===== config.mk =====
export PLATFORM = sky130hd
export DESIGN_NAME = mul_sequencer_flat
export DESIGN_NICKNAME = d
export VERILOG_FILES = /design/src/rtl/mul_seq_pkg.sv /design/src/rtl/mul_sequencer_if.sv /design/src/rtl/mul_sequencer_booth_recoder.sv /design/src/rtl/mul_sequencer.sv /design/src/flat_wrapper.sv
export SDC_FILE = /design/constraint.sdc
export NUM_CORES = 1
export LEC_CHECK = 0
export ABC_AREA = 1
export CAP_MARGIN = 20
export CORE_UTILIZATION = 50
export CTS_CLUSTER_SIZE = 8
export DETAILED_ROUTE_END_ITERATION = 10
export MAX_ROUTING_LAYER = met4
export PLACE_DENSITY = 0.83
export SLEW_MARGIN = 10
export SYNTH_ARGS = -nofsm -noshare
export SYNTH_HDL_FRONTEND = slang
export SYNTH_SLANG_ARGS = --single-unit

===== constraint.sdc =====
create_clock -name clock -period 3.1 [get_ports clock]
set_input_delay 0.31 -clock clock [delete_from_list [all_inputs] [get_ports clock]]
set_output_delay 0.31 -clock clock [all_outputs]
set_load 0.1 [all_outputs]

===== src/rtl/mul_seq_pkg.sv =====
// Shared definitions for the radix-4 Booth multiply sequencer:
// FSM state encoding, Booth digit encoding and iteration-count helpers.
package mul_seq_pkg;

    localparam int DEFAULT_WIDTH = 32;

    // One radix-4 Booth digit retires two multiplier bits per step.
    function automatic int iter_of(input int width);
        return width / 2;
    endfunction

    localparam int ITER = iter_of(DEFAULT_WIDTH);

    typedef enum logic [1:0] {
        ST_IDLE = 2'd0,
        ST_RUN  = 2'd1,
        ST_DONE = 2'd2
    } mul_state_e;

    typedef enum logic [2:0] {
        DIG_ZERO = 3'd0,
        DIG_POS1 = 3'd1,
        DIG_POS2 = 3'd2,
        DIG_NEG1 = 3'd3,
        DIG_NEG2 = 3'd4
    } booth_digit_e;

    // Map a multiplier triplet {b[i+1], b[i], b[i-1]} to its Booth digit.
    function automatic booth_digit_e booth_decode(input logic [2:0] triplet);
        booth_digit_e digit;
        case (triplet)
            3'b000, 3'b111: digit = DIG_ZERO;
            3'b001, 3'b010: digit = DIG_POS1;
            3'b011:         digit = DIG_POS2;
            3'b100:         digit = DIG_NEG2;
            3'b101, 3'b110: digit = DIG_NEG1;
            default:        digit = DIG_ZERO;
        endcase
        return digit;
    endfunction

endpackage


===== src/rtl/mul_sequencer_if.sv =====
// Handshake/data bundle between the control unit (master) and the
// multiply sequencer (slave): start pulse, operands, busy/done, hi/lo.
interface mul_sequencer_if
    import mul_seq_pkg::*;
#(
    parameter int WIDTH = DEFAULT_WIDTH
);

    logic             start;
    logic [WIDTH-1:0] op_a;
    logic [WIDTH-1:0] op_b;
    logic             busy;
    logic             done;
    logic [WIDTH-1:0] hi;
    logic [WIDTH-1:0] lo;

    modport master (
        output start, op_a, op_b,
        input  busy, done, hi, lo
    );

    modport slave (
        input  start, op_a, op_b,
        output busy, done, hi, lo
    );

endinterface


===== src/rtl/mul_sequencer_booth_recoder.sv =====
// Combinational radix-4 Booth recoder: turns a multiplier triplet and the
// (already aligned) multiplicand into the signed addend for this step.
// Negation is plain two's complement on 2*WIDTH bits, so the most-negative
// multiplicand wraps exactly as the modular accumulator expects.
module booth_recoder
    import mul_seq_pkg::*;
#(
    parameter int WIDTH = DEFAULT_WIDTH
) (
    input  logic [2:0]         i_triplet,
    input  logic [2*WIDTH-1:0] i_mcand,
    output logic [2*WIDTH-1:0] o_addend
);

    logic [2*WIDTH-1:0] w_mcand_x2;

    assign w_mcand_x2 = {i_mcand[2*WIDTH-2:0], 1'b0};

    // Select 0, +/-mcand or +/-2*mcand from the decoded digit.
    always_comb begin
        o_addend = '0;
        case (booth_decode(i_triplet))
            DIG_ZERO: o_addend = '0;
            DIG_POS1: o_addend = i_mcand;
            DIG_POS2: o_addend = w_mcand_x2;
            DIG_NEG1: o_addend = (~i_mcand) + {{(2*WIDTH-1){1'b0}}, 1'b1};
            DIG_NEG2: o_addend = (~w_mcand_x2) + {{(2*WIDTH-1){1'b0}}, 1'b1};
            default:  o_addend = '0;
        endcase
    end

endmodule


===== src/rtl/mul_sequencer.sv =====
// Multi-cycle signed WIDTH x WIDTH multiplier: radix-4 Booth, one partial
// product per clock into a 2*WIDTH accumulator. start is honoured only in
// IDLE; busy covers RUN and DONE; done pulses for one cycle with hi/lo valid.
// Optional build macro MUL_SEQ_EARLY_TERM_EN: stop as soon as the remaining
// multiplier bits are all 0 or all 1 (same result, shorter latency).
module mul_sequencer
    import mul_seq_pkg::*;
#(
    parameter int WIDTH = DEFAULT_WIDTH
) (
    input  logic           clock,
    input  logic           clear,
    mul_sequencer_if.slave bus
);

    localparam int N_ITER = iter_of(WIDTH);
    localparam int CNT_W  = $clog2(N_ITER) + 1;

    mul_state_e         r_state;
    logic [2*WIDTH-1:0] r_mcand;
    logic [WIDTH:0]     r_mplier;
    logic [2*WIDTH-1:0] r_acc;
    logic [CNT_W-1:0]   r_count;
    logic               r_busy;
    logic               r_done;
    logic [WIDTH-1:0]   r_hi;
    logic [WIDTH-1:0]   r_lo;

    logic [2*WIDTH-1:0] w_addend;
    logic [2*WIDTH-1:0] w_acc_next;
    logic [WIDTH:0]     w_mplier_next;
    logic               w_count_last;
    logic               w_early;
    logic               w_last;

    booth_recoder #(
        .WIDTH (WIDTH)
    ) u_recoder (
        .i_triplet (r_mplier[2:0]),
        .i_mcand   (r_mcand),
        .o_addend  (w_addend)
    );

    assign w_acc_next    = r_acc + w_addend;
    assign w_mplier_next = $signed(r_mplier) >>> 2;
    assign w_count_last  = (r_count == CNT_W'(N_ITER - 1));

`ifdef MUL_SEQ_EARLY_TERM_EN
    // Remaining bits all equal means every remaining digit is zero.
    assign w_early = (w_mplier_next == '0) || (&w_mplier_next);
`else
    assign w_early = 1'b0;
`endif

    assign w_last = w_count_last || w_early;

    // Control FSM with datapath registers and registered outputs.
    always_ff @(posedge clock) begin
        if (clear) begin
            r_state  <= ST_IDLE;
            r_mcand  <= '0;
            r_mplier <= '0;
            r_acc    <= '0;
            r_count  <= '0;
            r_busy   <= 1'b0;
            r_done   <= 1'b0;
            r_hi     <= '0;
            r_lo     <= '0;
        end else begin
            case (r_state)
                ST_IDLE: begin
                    r_done <= 1'b0;
                    if (bus.start) begin
                        r_mcand  <= {{WIDTH{bus.op_a[WIDTH-1]}}, bus.op_a};
                        r_mplier <= {bus.op_b, 1'b0};
                        r_acc    <= '0;
                        r_count  <= '0;
                        r_busy   <= 1'b1;
                        r_state  <= ST_RUN;
                    end else begin
                        r_busy   <= 1'b0;
                        r_state  <= ST_IDLE;
                    end
                end
                ST_RUN: begin
                    r_acc    <= w_acc_next;
                    r_mcand  <= {r_mcand[2*WIDTH-3:0], 2'b00};
                    r_mplier <= w_mplier_next;
                    r_count  <= r_count + CNT_W'(1);
                    r_busy   <= 1'b1;
                    if (w_last) begin
                        r_hi    <= w_acc_next[2*WIDTH-1:WIDTH];
                        r_lo    <= w_acc_next[WIDTH-1:0];
                        r_done  <= 1'b1;
                        r_state <= ST_DONE;
                    end else begin
                        r_done  <= 1'b0;
                        r_state <= ST_RUN;
                    end
                end
                ST_DONE: begin
                    // Single done cycle; start is deliberately not looked at here.
                    r_done  <= 1'b0;
                    r_busy  <= 1'b0;
                    r_state <= ST_IDLE;
                end
                default: begin
                    r_done  <= 1'b0;
                    r_busy  <= 1'b0;
                    r_state <= ST_IDLE;
                end
            endcase
        end
    end

    assign bus.busy = r_busy;
    assign bus.done = r_done;
    assign bus.hi   = r_hi;
    assign bus.lo   = r_lo;

endmodule


===== src/flat_wrapper.sv =====
// flat-port wrapper written by rule: the top's interface ports become plain ports
module mul_sequencer_flat import mul_seq_pkg::*;
#(
    parameter int WIDTH = DEFAULT_WIDTH
)
  (clock, clear, bus_start, bus_op_a, bus_op_b, bus_busy, bus_done, bus_hi, bus_lo);
  mul_sequencer_if #(.WIDTH(WIDTH)) bus_i ();
  input  logic clock;
  input  logic clear;
  input wire logic [$bits(bus_i.start)-1:0] bus_start;
  input wire logic [$bits(bus_i.op_a)-1:0] bus_op_a;
  input wire logic [$bits(bus_i.op_b)-1:0] bus_op_b;
  output wire logic [$bits(bus_i.busy)-1:0] bus_busy;
  output wire logic [$bits(bus_i.done)-1:0] bus_done;
  output wire logic [$bits(bus_i.hi)-1:0] bus_hi;
  output wire logic [$bits(bus_i.lo)-1:0] bus_lo;
  assign bus_i.start = bus_start;
  assign bus_i.op_a = bus_op_a;
  assign bus_i.op_b = bus_op_b;
  assign bus_busy = bus_i.busy;
  assign bus_done = bus_i.done;
  assign bus_hi = bus_i.hi;
  assign bus_lo = bus_i.lo;
  mul_sequencer #(.WIDTH(WIDTH)) u_core (.clock(clock), .clear(clear), .bus(bus_i));
endmodule

* Word level (Yosys, flattened, before mapping) *
Memories as Yosys holds them, arrays and structs flattened. A register that Yosys moved wholly into a read port is not among the register bits.
Index checks and enable logic that the tools add are counted.

storage, ports and cells
  input port bits = 67
  memory bits (read-only) = 24
  logic and storage cells = 48
  memories = 1
  output and inout port bits = 66
  register bits after elaboration = 234

operators by class
  multiplexer cells = 17
  add/subtract/negate cells = 4
  reduce and logical (&&, ||, !) cells = 6
  eq/ne operators = 7
  bitwise operators = 3

memory list
  name             words  width  read ports  clocked after memory_dff  wr ports  line               source
  (no name shown)  8      3      1           1                         0         mul_seq_pkg.sv:31  case (triplet)

operators with widths
  cell                                                  count
  case mux 64 bit (2 select lines)                      2
  case mux 64 bit (4 select lines)                      1
  adder 64 x 1 -> 64 bit (second input constant)        2
  2-to-1 mux 64 bit                                     2
  inverter 64 bit                                       2
  case mux 33 bit (2 select lines)                      1
  adder 64 bit                                          1
  2-to-1 mux 33 bit                                     1
  case mux 5 bit (2 select lines)                       1
  equality test 3 x 2 -> 1 bit (second input constant)  2
  2-to-1 mux 3 bit                                      2
  adder 5 x 1 -> 5 bit (second input constant)          1
  equality test 5 x 4 -> 1 bit (second input constant)  1
  2-to-1 mux 5 bit                                      1
  case mux 2 bit (2 select lines)                       1
  AND reduction 2 bit                                   2
  equality test 3 x 1 -> 1 bit (second input constant)  1
  equality test 3 bit (second input constant)           1
  2-to-1 mux 1 bit                                      3
  AND reduction 3 bit                                   1
  equality test 2 x 1 -> 1 bit (second input constant)  1
  logical NOT 2 bit                                     1
  2-to-1 mux 2 bit                                      1
  != test 2 bit (second input constant)                 1
  4 further kinds                                       4

* Depth between registers and ports, before layout *
  word-level depth = 5
  gate-level depth with buffers = 30
  gate-level depth less buffers = 29

* Hierarchy *
Synthesis repeated with hierarchy kept, for this count alone.

unflattened totals
  cell total of the unflattened synthesis = 3174
  area total of the unflattened synthesis = 18517.8 µm²

modules (own cells, without submodules)
  module         area each (µm²)  cells each  times used  sequential area each (µm²)
  mul_sequencer  14656.6          2371        1           4684.5
  booth_recoder  3861.2           803         1           0.0

* Worst setup path before layout *
No wires, ideal clock.

  path kind = flip-flop to flip-flop
  from = register u_core.r_mcand[0]
  to = register u_core.r_hi[22], in the netlist u_core.bus.hi[22]
  period minus slack after synthesis = 3253 ps
  arrival = 3139 ps
  buffers on the path = 0
  slack = -153 ps
  setup time = 114 ps
  required time = 2986 ps
  cell stages (with the launch flop) = 24
  cell sequence = dfxtp_1 > inv_1 > ha_1 > nand2_1 > nor2_2 > nand2_1 > nor2_2 > nand2_2 > nor3_4 > nand4_1 > or2_1 > nand3_1 > o2111ai_1 > ha_1 > a21oi_1 > o21ai_0 > a21o_1 > o21bai_1 > a21oi_1 > nand2_1 > nand2_1 > nand2_1 > o21bai_1 > inv_1

between the ends
  word-level cells in the longest chain between the ends = 4
  elaborated cells between the ends (all ways) = 6
  classes of those cells = add/sub: 3; mux: 1; bitwise: 2

RTL lines
  element                                           line                                                                  source
  from (decl)                                       mul_sequencer.sv:20                                                   logic [2*WIDTH-1:0] r_mcand;
  from (signal assigned)                            mul_sequencer.sv:74                                                   r_mcand <= {{WIDTH{bus.op_a[WIDTH-1]}}, bus.op_a};
  from (signal assigned)                            mul_sequencer.sv:87                                                   r_mcand <= {r_mcand[2*WIDTH-3:0], 2'b00};
  inverter 64 bit, on equally long branches         mul_sequencer_booth_recoder.sv:26, mul_sequencer_booth_recoder.sv:27
  adder 64 x 1 -> 64 bit, on equally long branches  mul_sequencer_booth_recoder.sv:26, mul_sequencer_booth_recoder.sv:27
  case mux 64 bit (4 select lines) *                mul_sequencer_booth_recoder.sv:22                                     case (booth_decode(i_triplet))
  adder 64 bit *                                    mul_sequencer.sv:44                                                   assign w_acc_next = r_acc + w_addend;
  to (signal assigned)                              mul_sequencer.sv:92                                                   r_hi <= w_acc_next[2*WIDTH-1:WIDTH];
  to (decl)                                         mul_sequencer.sv:26                                                   logic [WIDTH-1:0] r_hi;

Every way passes the cells marked *; elsewhere a longest branch is shown, timed or not.
A chain may end at the register's enable or synchronous reset.

* Final worst setup path *
  from = register u_core.r_mcand[0]
  to = register u_core.r_acc[47]

between the ends
  word-level cells in the longest chain between the ends = 5
  elaborated cells between the ends (all ways) = 7
  classes of those cells = add/sub: 3; mux: 2; bitwise: 2

RTL lines
  element                                           line                                                                  source
  inverter 64 bit, on equally long branches         mul_sequencer_booth_recoder.sv:26, mul_sequencer_booth_recoder.sv:27
  adder 64 x 1 -> 64 bit, on equally long branches  mul_sequencer_booth_recoder.sv:26, mul_sequencer_booth_recoder.sv:27
  case mux 64 bit (4 select lines) *                mul_sequencer_booth_recoder.sv:22
  adder 64 bit *                                    mul_sequencer.sv:44
  case mux 64 bit (2 select lines) *                mul_sequencer.sv:70                                                   case (r_state)
  to (signal assigned)                              mul_sequencer.sv:86                                                   r_acc <= w_acc_next;
  to (decl)                                         mul_sequencer.sv:22                                                   logic [2*WIDTH-1:0] r_acc;

Marks and branches as above.

==> results.md <==
- Status: finished with violations
- Failing checks: setup timing
- Setup ws final: -0.7624 ns
- Worst skew pair latency: about 0.56 ns
- R2R setup slack: -0.76 ns
- PwrDens: 413.6 nW/um^2
- Top Family by Delay on Critical Path: simple AND/OR/NAND/NOR gates
- GR Overflow Total: 0
- Pint: slightly above 7 mW
- Tcrit/Tclk final: 124.6%
- Crit path launch: u_core.r_mcand[0]$_SDFFE_PP0P_
- CTS clk-pin slew, worst paths: about 0.060 ns
- Die height: 186.3 um
- Clock power share: 33.0%
- Per-cell routed wire length: 19.50 um
- Final core occ: ~80%
- Gpl congestion: ~1.0
- YS warnings: 0
- Worst relative slew slack: 23.42%
- Slew Limit Fails: 0
- Clock Tree Root: clkbuf_16
- Net switching power: a little under 4 mW
- Largest net degree at the start of global routing: 82
- CP Cell Sequence: inv_4 > buf_4 > nand3_4 > nor3_4 > nand2_2 > buf_4 > xor2_1 > inv_1 > a221o_1 > ha_4 > buf_4 > nand2_1 > nor2_2 > inv_1 > nor2_2 > inv_1 > nor2_1 > nand2_1 > nand2_4 > a21oi_1 > xor2_1 > nand2_1 > a21oi_1
- Slowest cell on crit path: a221o_1
- Fillers: 2,212
- Area of the die: 34,720 um^2
- RSZ-0062 raised after global routing: true
- Critical path type: flip-flop to flip-flop
- Via density: just under 6
- DRT iter0 DRCs: 2,016
- Synth unique cells: 56
- Cells after synthesis: approximately 2,700
- Switching share of power: 35.20%
- Clock Skew: 0.01811 ns
- DR vias: roughly 22,000
- CP bufs+invs: 7
- Largest cells by area after synthesis: dfxtp_1, nand2_1, inv_1, nor2_1, a21oi_1
- Detail Route Antenna Nets: 0
- Final hold violations: 0
- Layout Nets: ~3,500
- Number of enable flip-flop cells after synthesis: 0
- CTS H-tree depth: 2
- Initial antenna violation count: 0
- CTS tree: yes
- Tightest Pin Transition: ~1.1 ns
- Worst Setup End Kind: flip-flop
- Cell Area, Placed: ~22,000 um^2
- Worst R2R Start: u_core.r_mcand[0]$_SDFFE_PP0P_
- Post-layout minimum cycle time: around 3.9 ns
- Yosys top cell by area: dfxtp_1
- Final WL: ~74 mm
- Max Fanout on Critical Path: 4
- Vias in the first global route: 20,420
- Hpwl dp: 51.21 mm
- Syn nets: 2,815
- PortBufs: 132
- Yosys top cell area share: 27.92%
- Die Wd: around 190 um
- Layout cells sized above 1: between 30% and 40%
- Comb pwr share: 37.2%
- Initial core utilization: 50.80%
- Kind of start point of the critical path: flip-flop
- Netlist Area Pre-Place: 16,990 um^2
- Top FF cell, synth: dfxtp_1
- Mapped Avg Cell Area: 6.340 um^2
- Drt first pass iters: 6
- Ant diodes: 0
- Setup violators final: 116
- Arr. time, crit path: 4.34 ns
- GRT Overall Usage: 40.60%
- Final hold slack: 0.3460 ns
- Cts bufs inserted: 36
- Core area: 33,450 um^2
- CP Data Required Time: 3.58 ns
- I/O Pins: 133
- Global-route wire length before repair: about 110 mm
- CP peak stage delay: 0.39 ns
- Max cap viols: 0
- Seq/Total Area, Yosys: 27.92%
- Syn-to-layout area delta: 59.66%
- Critical hold path startpoint: bus_op_b[13]
- Leakage: 11.70 nW
- VDD IR max: 602.1 uV
- Floorplan row count: 67
- Max Freq: 258.9 MHz
- Drc violations: 0
- HP Class: input port to flip-flop
- Finished Cell Area: 27,130 um^2
- Sum of negative setup slack: -60.77 ns
- Max clock buf depth: 3
- Seq pwr share: between 20% and 30%
- Asr flop ratio synth: 0%
- Clock sinks: 237
- Register bit total from synthesis: 237
## Yosys cell counts (all sizes together), types with 16 or more instances
library cell,instances
nand2,800
inv,306
nor2,289
dfxtp,237
a21oi,189
o21ai,136
nand3,124
clkbuf,83
xor2,76
a31oi,72
ha,67
o21bai,47
buf,36
nor3,36
o2111ai,33
nand4,17
o22ai,17
nand3b,16
## area by class of cell
| class | instances | area, um^2 | share of cell area, % |
|---|---|---|---|
| multi-input combinational | 2015 | 13720 | 50.59 |
| tap | 448 | 560.5 | 2.066 |
| timing repair buffer | 730 | 5911 | 21.79 |
| sequential | 237 | 4753 | 17.52 |
| clock inverter | 5 | 82.58 | 0.3044 |
| clock buffer | 39 | 922.1 | 3.399 |
| inverter | 309 | 1175 | 4.331 |
## metrics by stage
stage | setup WS, ns | cells | total power, mW
6_report | -0.7624 | 3783 | 11.22
2_1_floorplan | -0.02633 | 2680 | 4.955
3_3_place_gp | -1.015 | 3659 | 6.463
3_5_place_dp | -1.033 | 3659 | 6.515
5_1_grt | -0.9264 | 3783 | 11.59
4_1_cts | -0.6716 | 3753 | 10.57
## power by group through the flow
stage               logic (mW)  registers (mW)  clock network [mW]
global route              4.42            3.36                3.81
floorplan                 1.60            3.35                   0
CTS                       3.55            3.33                3.69
detailed placement        3.13            3.38                   0
global placement          3.09            3.37                   0
finish                    4.17            3.35                3.70
## repair_timing
| action | in CTS | in global routing |
|---|---|---|
| resized for setup | 334 | 417 |
| hold endpoints to repair | 2 | 0 |
| pin swaps | 101 | 143 |
| hold buffers | 1 | 0 |
| setup endpoints to repair | 112 | 118 |
| setup buffers | 49 | 30 |
| cloned | 0 | 0 |
## path summary, 6_finish.rpt
path	endpoint	cells past startpoint
max	u_core.r_acc[47]$_SDFFE_PP0P_	23
min	u_core.r_mplier[14]$_SDFFE_PP0P_	3
max reg2reg	u_core.r_acc[47]$_SDFFE_PP0P_	23
min reg2reg	u_core.bus.lo[14]$_SDFFE_PP0P_	2
## cells in the final DEF (no fill, tap or decap), types with 74 or more instances in the layout
cell and count:
nand2_1 693, buf_4 595, inv_1 260, dfxtp_1 230
nor2_1 140, clkdlybuf4s50_1 109, a21oi_1 106, nand3_1 94
nor2_2 82, nand2_2 74, a21oi_2 74
## registers in the layout, summed over array words and instances (netlist names), named ones only
signal           cells
u_core.bus.lo       32
u_core.r_mcand      64
u_core.bus.done      1
u_core.r_state       2
u_core.r_acc        64
u_core.bus.busy      1
u_core.bus.hi       32
u_core.r_count       5
u_core.r_mplier     33
## tightest hold or removal path, cell delays in order
cell and delay [ns]:
clkdlybuf4s50_1 0.39, nand2_1 0.07, a31oi_1 0.07
## logic make-up after synthesis
family                     after synthesis  synth area share [%]
and+or+nand+nor                       1298                 32.55
AOI/OAI and AO/OA                      567                 20.28
buffers and inverters                  428                 9.926
adders and majority gates               68                 5.052
xor gates and xnor gates                82                 4.271
DFF                                    237                 27.92
## metal layers
| layer | up-vias | wire length, um | track usage (%) |
|---|---|---|---|
| met5 | - | 0 | - |
| met4 | 0 | 3062 | 15.61 |
| met3 | 237 | 6356 | 4.702 |
| met2 | 1211 | 33180 | 63.33 |
| met1 | 10330 | 31150 | 53.67 |
| li1 | 10100 | - | - |
(Power assumes the default switching activity.)
